File: src/rtl/regfile_mp_if.sv
// Operation/read bus between decode (master) and the multi-ported register file (slave).
interface regfile_mp_if #(
  parameter int W     = 8,
  parameter int D     = 4,
  parameter int IMM_W = 8,
  parameter int NRD   = 2
) ();
  logic               OpValid;
  logic               OpReady;
  logic [2:0]         Op;
  logic [D-1:0]       DstAddr;
  logic [D-1:0]       SrcAddr;
  logic [W-1:0]       WrData;
  logic [IMM_W-1:0]   Imm;
  logic [NRD*D-1:0]   RdAddr;
  logic [NRD*W-1:0]   RdData;
  logic [W-1:0]       Acc0;
  logic [W-1:0]       Acc1;
  logic               Busy;

  modport master (
    output OpValid, Op, DstAddr, SrcAddr, WrData, Imm, RdAddr,
    input  OpReady, RdData, Acc0, Acc1, Busy
  );

  modport slave (
    input  OpValid, Op, DstAddr, SrcAddr, WrData, Imm, RdAddr,
    output OpReady, RdData, Acc0, Acc1, Busy
  );
endinterface

File: src/rtl/regfile_mp.sv
// Multi-ported register file: one physical write port, NRD combinational read ports,
// accumulator taps on R0/R1, optional write-to-read bypass and a two-cycle SWAP.
module regfile_mp #(
  parameter int W      = 8,
  parameter int D      = 4,
  parameter int IMM_W  = 8,
  parameter int NRD    = 2,
  parameter int BYPASS = 1
) (
  input logic         Clk,
  input logic         ResetN,
  regfile_mp_if.slave bus
);

  localparam int NREG = 1 << D;

  localparam logic [2:0] OP_WRITE = 3'd1;
  localparam logic [2:0] OP_LDI   = 3'd2;
  localparam logic [2:0] OP_MOVE  = 3'd3;
  localparam logic [2:0] OP_SWAP  = 3'd4;

  typedef enum logic {
    IDLE  = 1'b0,
    SWAP2 = 1'b1
  } state_e;

  state_e           state;
  state_e           state_nxt;

  logic [W-1:0]     mem [NREG];
  logic [W-1:0]     temp;
  logic [D-1:0]     swap_src;

  logic             accept;
  logic             op_ready;
  logic             busy;
  logic             start_swap;
  logic             wr_en;
  logic [D-1:0]     wr_addr;
  logic [W-1:0]     wr_data;
  logic [W-1:0]     imm_ext;

  logic [NRD*W-1:0] rd_data;
  logic [W-1:0]     acc0;
  logic [W-1:0]     acc1;

  assign accept = bus.OpValid && ResetN && (state == IDLE);

  always_ff @(posedge Clk) begin
    if (!ResetN) begin
      state <= IDLE;
    end else begin
      state <= state_nxt;
    end
  end

  always_comb begin
    state_nxt = state;
    case (state)
      IDLE:    if (accept && bus.Op == OP_SWAP) state_nxt = SWAP2;
      SWAP2:   state_nxt = IDLE;
      default: state_nxt = IDLE;
    endcase
  end

  // Single write port: decide what (if anything) lands in the array at this edge.
  always_comb begin
    op_ready   = 1'b0;
    busy       = 1'b0;
    start_swap = 1'b0;
    wr_en      = 1'b0;
    wr_addr    = '0;
    wr_data    = '0;
    imm_ext    = '0;
    imm_ext[IMM_W-1:0] = bus.Imm;
    case (state)
      IDLE: begin
        op_ready = ResetN;
        if (accept) begin
          case (bus.Op)
            OP_WRITE: begin
              wr_en   = 1'b1;
              wr_addr = bus.DstAddr;
              wr_data = bus.WrData;
            end
            OP_LDI: begin
              wr_en   = 1'b1;
              wr_addr = '0;
              wr_data = imm_ext;
            end
            OP_MOVE: begin
              wr_en   = 1'b1;
              wr_addr = bus.DstAddr;
              wr_data = mem[bus.SrcAddr];
            end
            OP_SWAP: begin
              wr_en      = 1'b1;
              start_swap = 1'b1;
              wr_addr    = bus.DstAddr;
              wr_data    = mem[bus.SrcAddr];
            end
            default: ;
          endcase
        end
      end
      SWAP2: begin
        busy    = ResetN;
        wr_en   = ResetN;
        wr_addr = swap_src;
        wr_data = temp;
      end
      default: ;
    endcase
  end

  // The second SWAP half uses addresses captured at acceptance, not the live bus.
  always_ff @(posedge Clk) begin
    if (!ResetN) begin
      temp     <= '0;
      swap_src <= '0;
    end else if (start_swap) begin
      temp     <= mem[bus.DstAddr];
      swap_src <= bus.SrcAddr;
    end
  end

  always_ff @(posedge Clk) begin
    if (!ResetN) begin
      for (int i = 0; i < NREG; i++) begin
        mem[i] <= '0;
      end
    end else if (wr_en) begin
      mem[wr_addr] <= wr_data;
    end
  end

  // With bypass enabled a read of the address being written returns the new data.
  always_comb begin
    rd_data = '0;
    for (int k = 0; k < NRD; k++) begin
      rd_data[k*W +: W] = ((BYPASS != 0) && wr_en && (wr_addr == bus.RdAddr[k*D +: D]))
                          ? wr_data : mem[bus.RdAddr[k*D +: D]];
    end
  end

  assign acc0 = ((BYPASS != 0) && wr_en && (wr_addr == '0))    ? wr_data : mem[0];
  assign acc1 = ((BYPASS != 0) && wr_en && (wr_addr == D'(1))) ? wr_data : mem[1];

  assign bus.OpReady = op_ready;
  assign bus.Busy    = busy;
  assign bus.RdData  = rd_data;
  assign bus.Acc0    = acc0;
  assign bus.Acc1    = acc1;

endmodule

File: src/flat_wrapper.sv
// flat-port wrapper written by rule: the top's interface ports become plain ports
module regfile_mp_flat 
#(
  parameter int W      = 8,
  parameter int D      = 4,
  parameter int IMM_W  = 8,
  parameter int NRD    = 2,
  parameter int BYPASS = 1
)
  (Clk, ResetN, bus_OpValid, bus_Op, bus_DstAddr, bus_SrcAddr, bus_WrData, bus_Imm, bus_RdAddr, bus_OpReady, bus_RdData, bus_Acc0, bus_Acc1, bus_Busy);
  regfile_mp_if #(.W(W), .D(D), .IMM_W(IMM_W), .NRD(NRD)) bus_i ();
  input logic Clk;
  input logic ResetN;
  input wire logic [$bits(bus_i.OpValid)-1:0] bus_OpValid;
  input wire logic [$bits(bus_i.Op)-1:0] bus_Op;
  input wire logic [$bits(bus_i.DstAddr)-1:0] bus_DstAddr;
  input wire logic [$bits(bus_i.SrcAddr)-1:0] bus_SrcAddr;
  input wire logic [$bits(bus_i.WrData)-1:0] bus_WrData;
  input wire logic [$bits(bus_i.Imm)-1:0] bus_Imm;
  input wire logic [$bits(bus_i.RdAddr)-1:0] bus_RdAddr;
  output wire logic [$bits(bus_i.OpReady)-1:0] bus_OpReady;
  output wire logic [$bits(bus_i.RdData)-1:0] bus_RdData;
  output wire logic [$bits(bus_i.Acc0)-1:0] bus_Acc0;
  output wire logic [$bits(bus_i.Acc1)-1:0] bus_Acc1;
  output wire logic [$bits(bus_i.Busy)-1:0] bus_Busy;
  assign bus_i.OpValid = bus_OpValid;
  assign bus_i.Op = bus_Op;
  assign bus_i.DstAddr = bus_DstAddr;
  assign bus_i.SrcAddr = bus_SrcAddr;
  assign bus_i.WrData = bus_WrData;
  assign bus_i.Imm = bus_Imm;
  assign bus_i.RdAddr = bus_RdAddr;
  assign bus_OpReady = bus_i.OpReady;
  assign bus_RdData = bus_i.RdData;
  assign bus_Acc0 = bus_i.Acc0;
  assign bus_Acc1 = bus_i.Acc1;
  assign bus_Busy = bus_i.Busy;
  regfile_mp #(.W(W), .D(D), .IMM_W(IMM_W), .NRD(NRD), .BYPASS(BYPASS)) u_core (.Clk(Clk), .ResetN(ResetN), .bus(bus_i));
endmodule
File: config.mk
export PLATFORM = sky130hd
export DESIGN_NAME = regfile_mp_flat
export DESIGN_NICKNAME = d
export VERILOG_FILES = /design/src/rtl/regfile_mp_if.sv /design/src/rtl/regfile_mp.sv /design/src/flat_wrapper.sv
export SDC_FILE = /design/constraint.sdc
export NUM_CORES = 1
export LEC_CHECK = 0
export CAP_MARGIN = 20
export CORE_AREA = 2 2 185 187
export CTS_CLUSTER_SIZE = 8
export DETAILED_ROUTE_END_ITERATION = 6
export DIE_AREA = 0 0 187 189
export DONT_BUFFER_PORTS = 1
export MAX_ROUTING_LAYER = met4
export PLACE_DENSITY_LB_ADDON = 0.15
export SYNTH_ARGS = -nofsm -noshare
export SYNTH_HDL_FRONTEND = slang
export SYNTH_SLANG_ARGS = --single-unit
File: constraint.sdc
create_clock -name Clk -period 5 [get_ports Clk]
set_input_delay 1 -clock Clk [delete_from_list [all_inputs] [get_ports Clk]]
set_output_delay 1 -clock Clk [all_outputs]
set_load 0.005 [all_outputs]
==> flow_summary.ini, run 1 <==
[worst_setup_path]
path_cells = or3b_1 -> a21oi_2 -> a21oi_2 -> xnor2_1 -> or4_1 -> mux2i_1
ff2ff_setup_slack_ns = 1.61
setup.worst_path.start = bus_Op[0]
cp-start-kind = input pin
cp_slowest_cell = or4_1
reg2reg_depth = 7
crit_fanout = 11
endpoint_kind = output pin
r2r_start = u_core.state
endpoint = bus_RdData[13]
cp.required_ns = 4.00
critPathArrivalTime_ns = 3.45
reg2reg_to = u_core.mem[4][4]
max_stage_delay_ns = 0.84
cpMostUsedCell = a21oi_2
crit_type = in -> out

[yosys]
async_reset_ff_share_pct = 0
yosys-top-cells-count = 152 x mux4_2, 140 x nor2_1, 128 x edfxtp_1
yosys_register_bits = 141
ys_types = 45
yosysWarnings = 0
yosysSeqAreaShare_pct = 41.4
postSynthCellCount = 755
syn_area_sq_um = 9920
synth_top_area_share_pct = 38.7
synth_fp_nets = 793
synth_most_common_cell = mux4_2
synth_edf_count = 128
synthFlopType = edfxtp_1
yosys.area.top_type = edfxtp_1
synth.avg_cell_area_sq_um = 13.1
synth_area_leaders = edfxtp_1 39%, mux4_2 35%, nor2_1 5.3%, dfxtp_1 2.6%, nand2_1 2.3%

[cts]
cts_num_sinks = 141
cts_tree = built
path_clk_slew_ns = 0.07
cts_resized = 0
htree_levels = 4
cts_buffer_depth = 2
clockRootBuffer = clkbuf_16
insertion_delay_ns = 0.44
cts_buffers = 17
holdBufCountCts = 0
cts_post_setup_buffers_inserted = 0

[floorplanning]
fp.coreArea_sq_um = 33300
num_io_pins = 72
dieArea_sq_um = 35300
die_w_microns = 187
start_util_pct = 29.8
fp.dieH_microns = 189
rows = 67

[power_and_ir_drop]
power_density_nw_per_um2 = 280
p_leak_nw = 3.51
vdd_drop_max_mv = 0.211

[layout]
fin_util_pct = 32.7
finalNonFillerCells = 1179
final_net_count = 756
n_antenna_cell = 0
drive_gt1_share_pct = 28.7
area_growth_pct = 9.52

[sta]
worst_pin_slew_ns = 1.01
setup_ws_ns = 0.547
period_share_pct = 89.1
min_period_ns = 4.45
slew_violations = 0
fin_tns_setup_ns = 0
timing.fmax_ghz = 0.225
rsz0062_at_grt = false
setup_viol_count_final = 0
hold_violations = 0
clock_skew_ns = 0.00975
slew_headroom_pct = 32.6

[global_routing]
track_usage_pct = 21.1
grt_pass1_vias = 6835
grt_overflow = 0
grt_max_degree = 38
antenna_found_initial = 0
grt_pass1_wl_mm = 51.1

[run]
maxCapViolations = 0

[route]
drtAntennaViolNets = 0
drt_iter0_markers = 911
viasPerCell = 5.95
drt_pass1_iterations = 5
vias = 7016
drc = 0
avgRoutedWirePerCell_microns = 30.3
wl_mm = 35.8

[place]
gp_congestion = 0.947
dp_cells = 1147
place_ws_ns = 0.557
dpl.hpwl_mm = 25.3
port_buffers = 0

[run_status]
status = finished, final reports clean

[min_path]
hold_path_class = reg -> reg
==> critical path, delay by kind of cell <==
family	cells	cell delay (ns)
XOR/XNOR	1	0.16
AND/OR/NAND/NOR	2	1.22
multiplexers	1	0.35
AO/OA/AOI/OAI	2	0.71
==> cells in the final DEF (no fill, tap or decap), types with 3 or more instances in the layout <==
| cell type | instances |
|---|---|
| mux4_2 | 152 |
| nor2_1 | 140 |
| edfxtp_1 | 128 |
| nand2_1 | 60 |
| inv_1 | 21 |
| buf_4 | 21 |
| mux2i_1 | 18 |
| nand2b_1 | 17 |
| a31oi_1 | 17 |
| a21oi_1 | 17 |
| clkbuf_16 | 17 |
| dfxtp_1 | 13 |
| a21boi_0 | 12 |
| o211ai_1 | 10 |
| a22o_1 | 9 |
| o21ai_0 | 9 |
| a222oi_1 | 8 |
| and2_1 | 5 |
| nand4_1 | 5 |
| nor2b_1 | 4 |
| xnor2_1 | 4 |
| clkinv_4 | 4 |
| clkinv_2 | 4 |
| nor3b_1 | 3 |
| a21oi_2 | 3 |
==> per-layer routing <==
layer / share of wire, % / global-route usage, %
met3: 6.4 / 3.54
met4: 5.3 / 10.5
met5: 0 / -
met1: 37 / 24.6
met2: 51 / 35.5
==> cell families after synthesis <==
group	share of synthesized area (%)
xor gates and xnor gates	0.530
buffers and inverters	4.29
and+or+nand+nor	10.7
DFF	41.4
AOI/OAI and AO/OA	6.78
muxes	36.3
==> how the worst min path moves through the flow <==
stage	startpoint	end	slack, ns	depth (start not counted)
after floorplan	u_core.swap_src[1]	u_core.swap_src[1]	0.44	2
after global placement	u_core.temp[2]	u_core.temp[2]	0.45	2
after detailed placement	u_core.swap_src[1]	u_core.swap_src[1]	0.46	2
after CTS	u_core.swap_src[1]	u_core.swap_src[1]	0.47	2
after global routing	u_core.temp[1]	u_core.temp[1]	0.50	2
final	u_core.swap_src[1]	u_core.swap_src[1]	0.47	2
==> per-stage QoR <==
| stage | area [sq um] | total power, mW | hold slack, ns |
|---|---|---|---|
| finish | 10900 | 3.04 | 0.470 |
| global route | 10900 | 3.12 | 0.501 |
| CTS | 10900 | 3.05 | 0.471 |
| detailed placement | 10300 | 1.80 | 0.460 |
| global placement | 10300 | 1.79 | 0.453 |
| floorplan | 9920 | 1.72 | 0.439 |
==> area by class of cell <==
class,count,area [sq um]
Sequential cell,141,4100
Inverter,21,78.8
Clock buffer,18,429
Multi-Input combinational cell,516,5390
Fill cell,3281,22400
Tap cell,448,561
Clock inverter,14,144
Timing Repair Buffer,21,158
==> power by group <==
group / switching, mW / leakage, nW / total [mW] / internal, mW
Sequential: 0.0409 / 1.43 / 1.36 / 1.32
Combinational: 0.188 / 1.80 / 0.406 / 0.218
Clock: 0.540 / 0.282 / 1.27 / 0.734
Total: 0.769 / 3.51 / 3.04 / 2.27
==> state kept, by name, summed over array words and instances (netlist names) <==
signal / count
u_core.mem: 128
u_core.temp: 8
u_core.swap_src: 4
u_core.state: 1
No activity file was read; power rests on OpenSTA's default activity.
==> run 2, diff against run 1 <==
--- a/config.mk
+++ b/config.mk
@@ -6,10 +6,10 @@
 export NUM_CORES = 1
 export LEC_CHECK = 0
 export CAP_MARGIN = 20
-export CORE_AREA = 2 2 185 187
+export CORE_AREA = 2 2 177 196
 export CTS_CLUSTER_SIZE = 8
 export DETAILED_ROUTE_END_ITERATION = 6
-export DIE_AREA = 0 0 187 189
+export DIE_AREA = 0 0 179 198
 export DONT_BUFFER_PORTS = 1
 export MAX_ROUTING_LAYER = met4
 export PLACE_DENSITY_LB_ADDON = 0.15
==> constraint.sdc (replaced) <==
create_clock -name Clk -period 4.1 [get_ports Clk]
set_input_delay 0.82 -clock Clk [delete_from_list [all_inputs] [get_ports Clk]]
set_output_delay 0.82 -clock Clk [all_outputs]
set_load 0.005 [all_outputs]
==> run 2 against run 1 <==
  * Combinational power increased by 26%
  * Highest routed layer unchanged
  * Critical path type is now reg -> out
  * Via count increased by 1.2%
  * First-iteration DRC count decreased by 12%
  * Wire length increased by 2.4%
  * Final area increased by 0.98%
  * Clock-buffer cell count increased by 7
  * Worst hold slack improved by 0.0023 ns
  * Cell count increased by 0.76%
  * Worst setup slack got worse by 0.41 ns
  * Clock power increased by 9%
==> flow_summary.ini, run 2 (same netlist as run 1, synthesis figures left out) <==
[global_routing]
grt_pass1_wl_mm = 52.4
grt_max_degree = 38
grt_pass1_vias = 7229
grt_overflow = 0
track_usage_pct = 21.9
antenna_found_initial = 2

[layout]
final_common_cell = mux4_2
top_regs = u_core.mem (128), u_core.temp (8), u_core.swap_src (4)
fin_util_pct = 32.6
largest_reg_flops = 128
fill_cells = 3282
drive_gt1_share_pct = 29.6
final_cell_mix = 152 x mux4_2, 140 x nor2_1, 128 x edfxtp_1, 60 x nand2_1, 36 x buf_4
regMostFlops = u_core.mem
final_net_count = 774
area_growth_pct = 10.6

[sta]
slew_violations = 0
min_period_ns = 3.96
hold_violations = 0
worst_pin_slew_ns = 1.02
timing.fmax_ghz = 0.252
setup_viol_count_final = 0
fin_tns_setup_ns = 0
rsz0062_at_grt = false
clock_skew_ns = 0.0108
slew_headroom_pct = 31.8
period_share_pct = 96.6

[floorplanning]
dieArea_sq_um = 35400
fp.coreArea_sq_um = 33700
rows = 71
start_util_pct = 29.5
num_io_pins = 72
die_w_microns = 179
fp.dieH_microns = 198

[route]
wl_mm = 36.6
drt_iter0_markers = 799
drc = 0
viasPerCell = 5.98
drtAntennaViolNets = 0
drt_pass1_iterations = 6
avgRoutedWirePerCell_microns = 30.8
vias = 7103

[min_path]
min_from = u_core.temp[0]
hold_path_class = reg -> reg
hold_path_depth = 2
hold_path_end = u_core.temp[0]

[worst_setup_path]
crit_fanout = 5
critPathArrivalTime_ns = 3.14
ff2ff_setup_slack_ns = 0.90
r2r_start = u_core.mem[1][6]
reg2reg_to = u_core.mem[15][6]
endpoint_kind = output pin
reg2reg_depth = 8
cp-start-kind = flop
cp.required_ns = 3.28
crit_type = reg -> out

[power_and_ir_drop]
vdd_drop_max_mv = 0.203
power_density_nw_per_um2 = 325
p_leak_nw = 3.57

[cts]
holdBufCountCts = 0
htree_levels = 4
cts_buffer_depth = 2
cts_num_sinks = 141
path_clk_slew_ns = 0.06
cts_tree = built
cts_resized = 0
cts_post_setup_buffers_inserted = 0
cts_buffers = 17
insertion_delay_ns = 0.43
clockRootBuffer = clkbuf_16

[place]
port_buffers = 0
dpl.hpwl_mm = 26.3
gp_congestion = 0.909

[run]
maxCapViolations = 0

[run_status]
status = finished, final reports clean
run 2: how the worst max path moves through the flow:
stage	start	end	slack, ns
3_5_place_dp	bus_SrcAddr[1]	bus_Acc1[6]	0.12
2_1_floorplan	bus_SrcAddr[0]	bus_Acc0[7]	0.59
4_1_cts	u_core.mem[1][6]	bus_Acc1[6]	0.05
3_3_place_gp	bus_Op[0]	bus_RdData[14]	0.20
5_1_grt	bus_Op[0]	bus_RdData[4]	0.01
6_report	u_core.mem[1][6]	bus_Acc1[6]	0.14
run 2: routing by layer:
layer	routed length, microns	global-route usage (%)
met5	0	-
met4	2800	15.3
met3	2390	3.38
met2	18600	36.4
met1	12900	24.0
run 2: final cells by class:
type,count,area [sq um],share of cell area [%]
antenna,1,2.50,0.0228
clock buffer,25,465,4.24
clock inverter,7,43.8,0.399
inverter,21,78.8,0.718
multi-input combinational,516,5390,49.1
sequential,141,4100,37.4
tap,438,548,4.99
timing repair buffer,39,338,3.08
run 2: report_power, final:
part	leakage (nW)	switching, mW	internal [mW]	total [mW]
clock network	0.247	0.607	0.785	1.39
registers	1.43	0.0497	1.61	1.66
logic	1.90	0.240	0.274	0.513
run 2: critical path, cell delays in order (launching register included):
cell	delay (ns)
edfxtp_1	0.45
mux4_2	0.47
nand2b_1	0.15
o211ai_1	0.15
o221ai_1	0.22
a222oi_1	0.92
buf_4	0.26
a31oi_1	0.10
run 2: stage by stage:
stage	setup slack (ns)	cell area (sq um)	hold WS (ns)	power, mW	instances
2_1_floorplan	0.590	9920	0.439	2.10	755
4_1_cts	0.0515	10900	0.472	3.58	1186
5_1_grt	0.0129	11000	0.494	3.66	1188
6_report	0.139	11000	0.473	3.57	1188
3_5_place_dp	0.125	10400	0.462	2.20	1154
3_3_place_gp	0.196	10400	0.450	2.20	1154
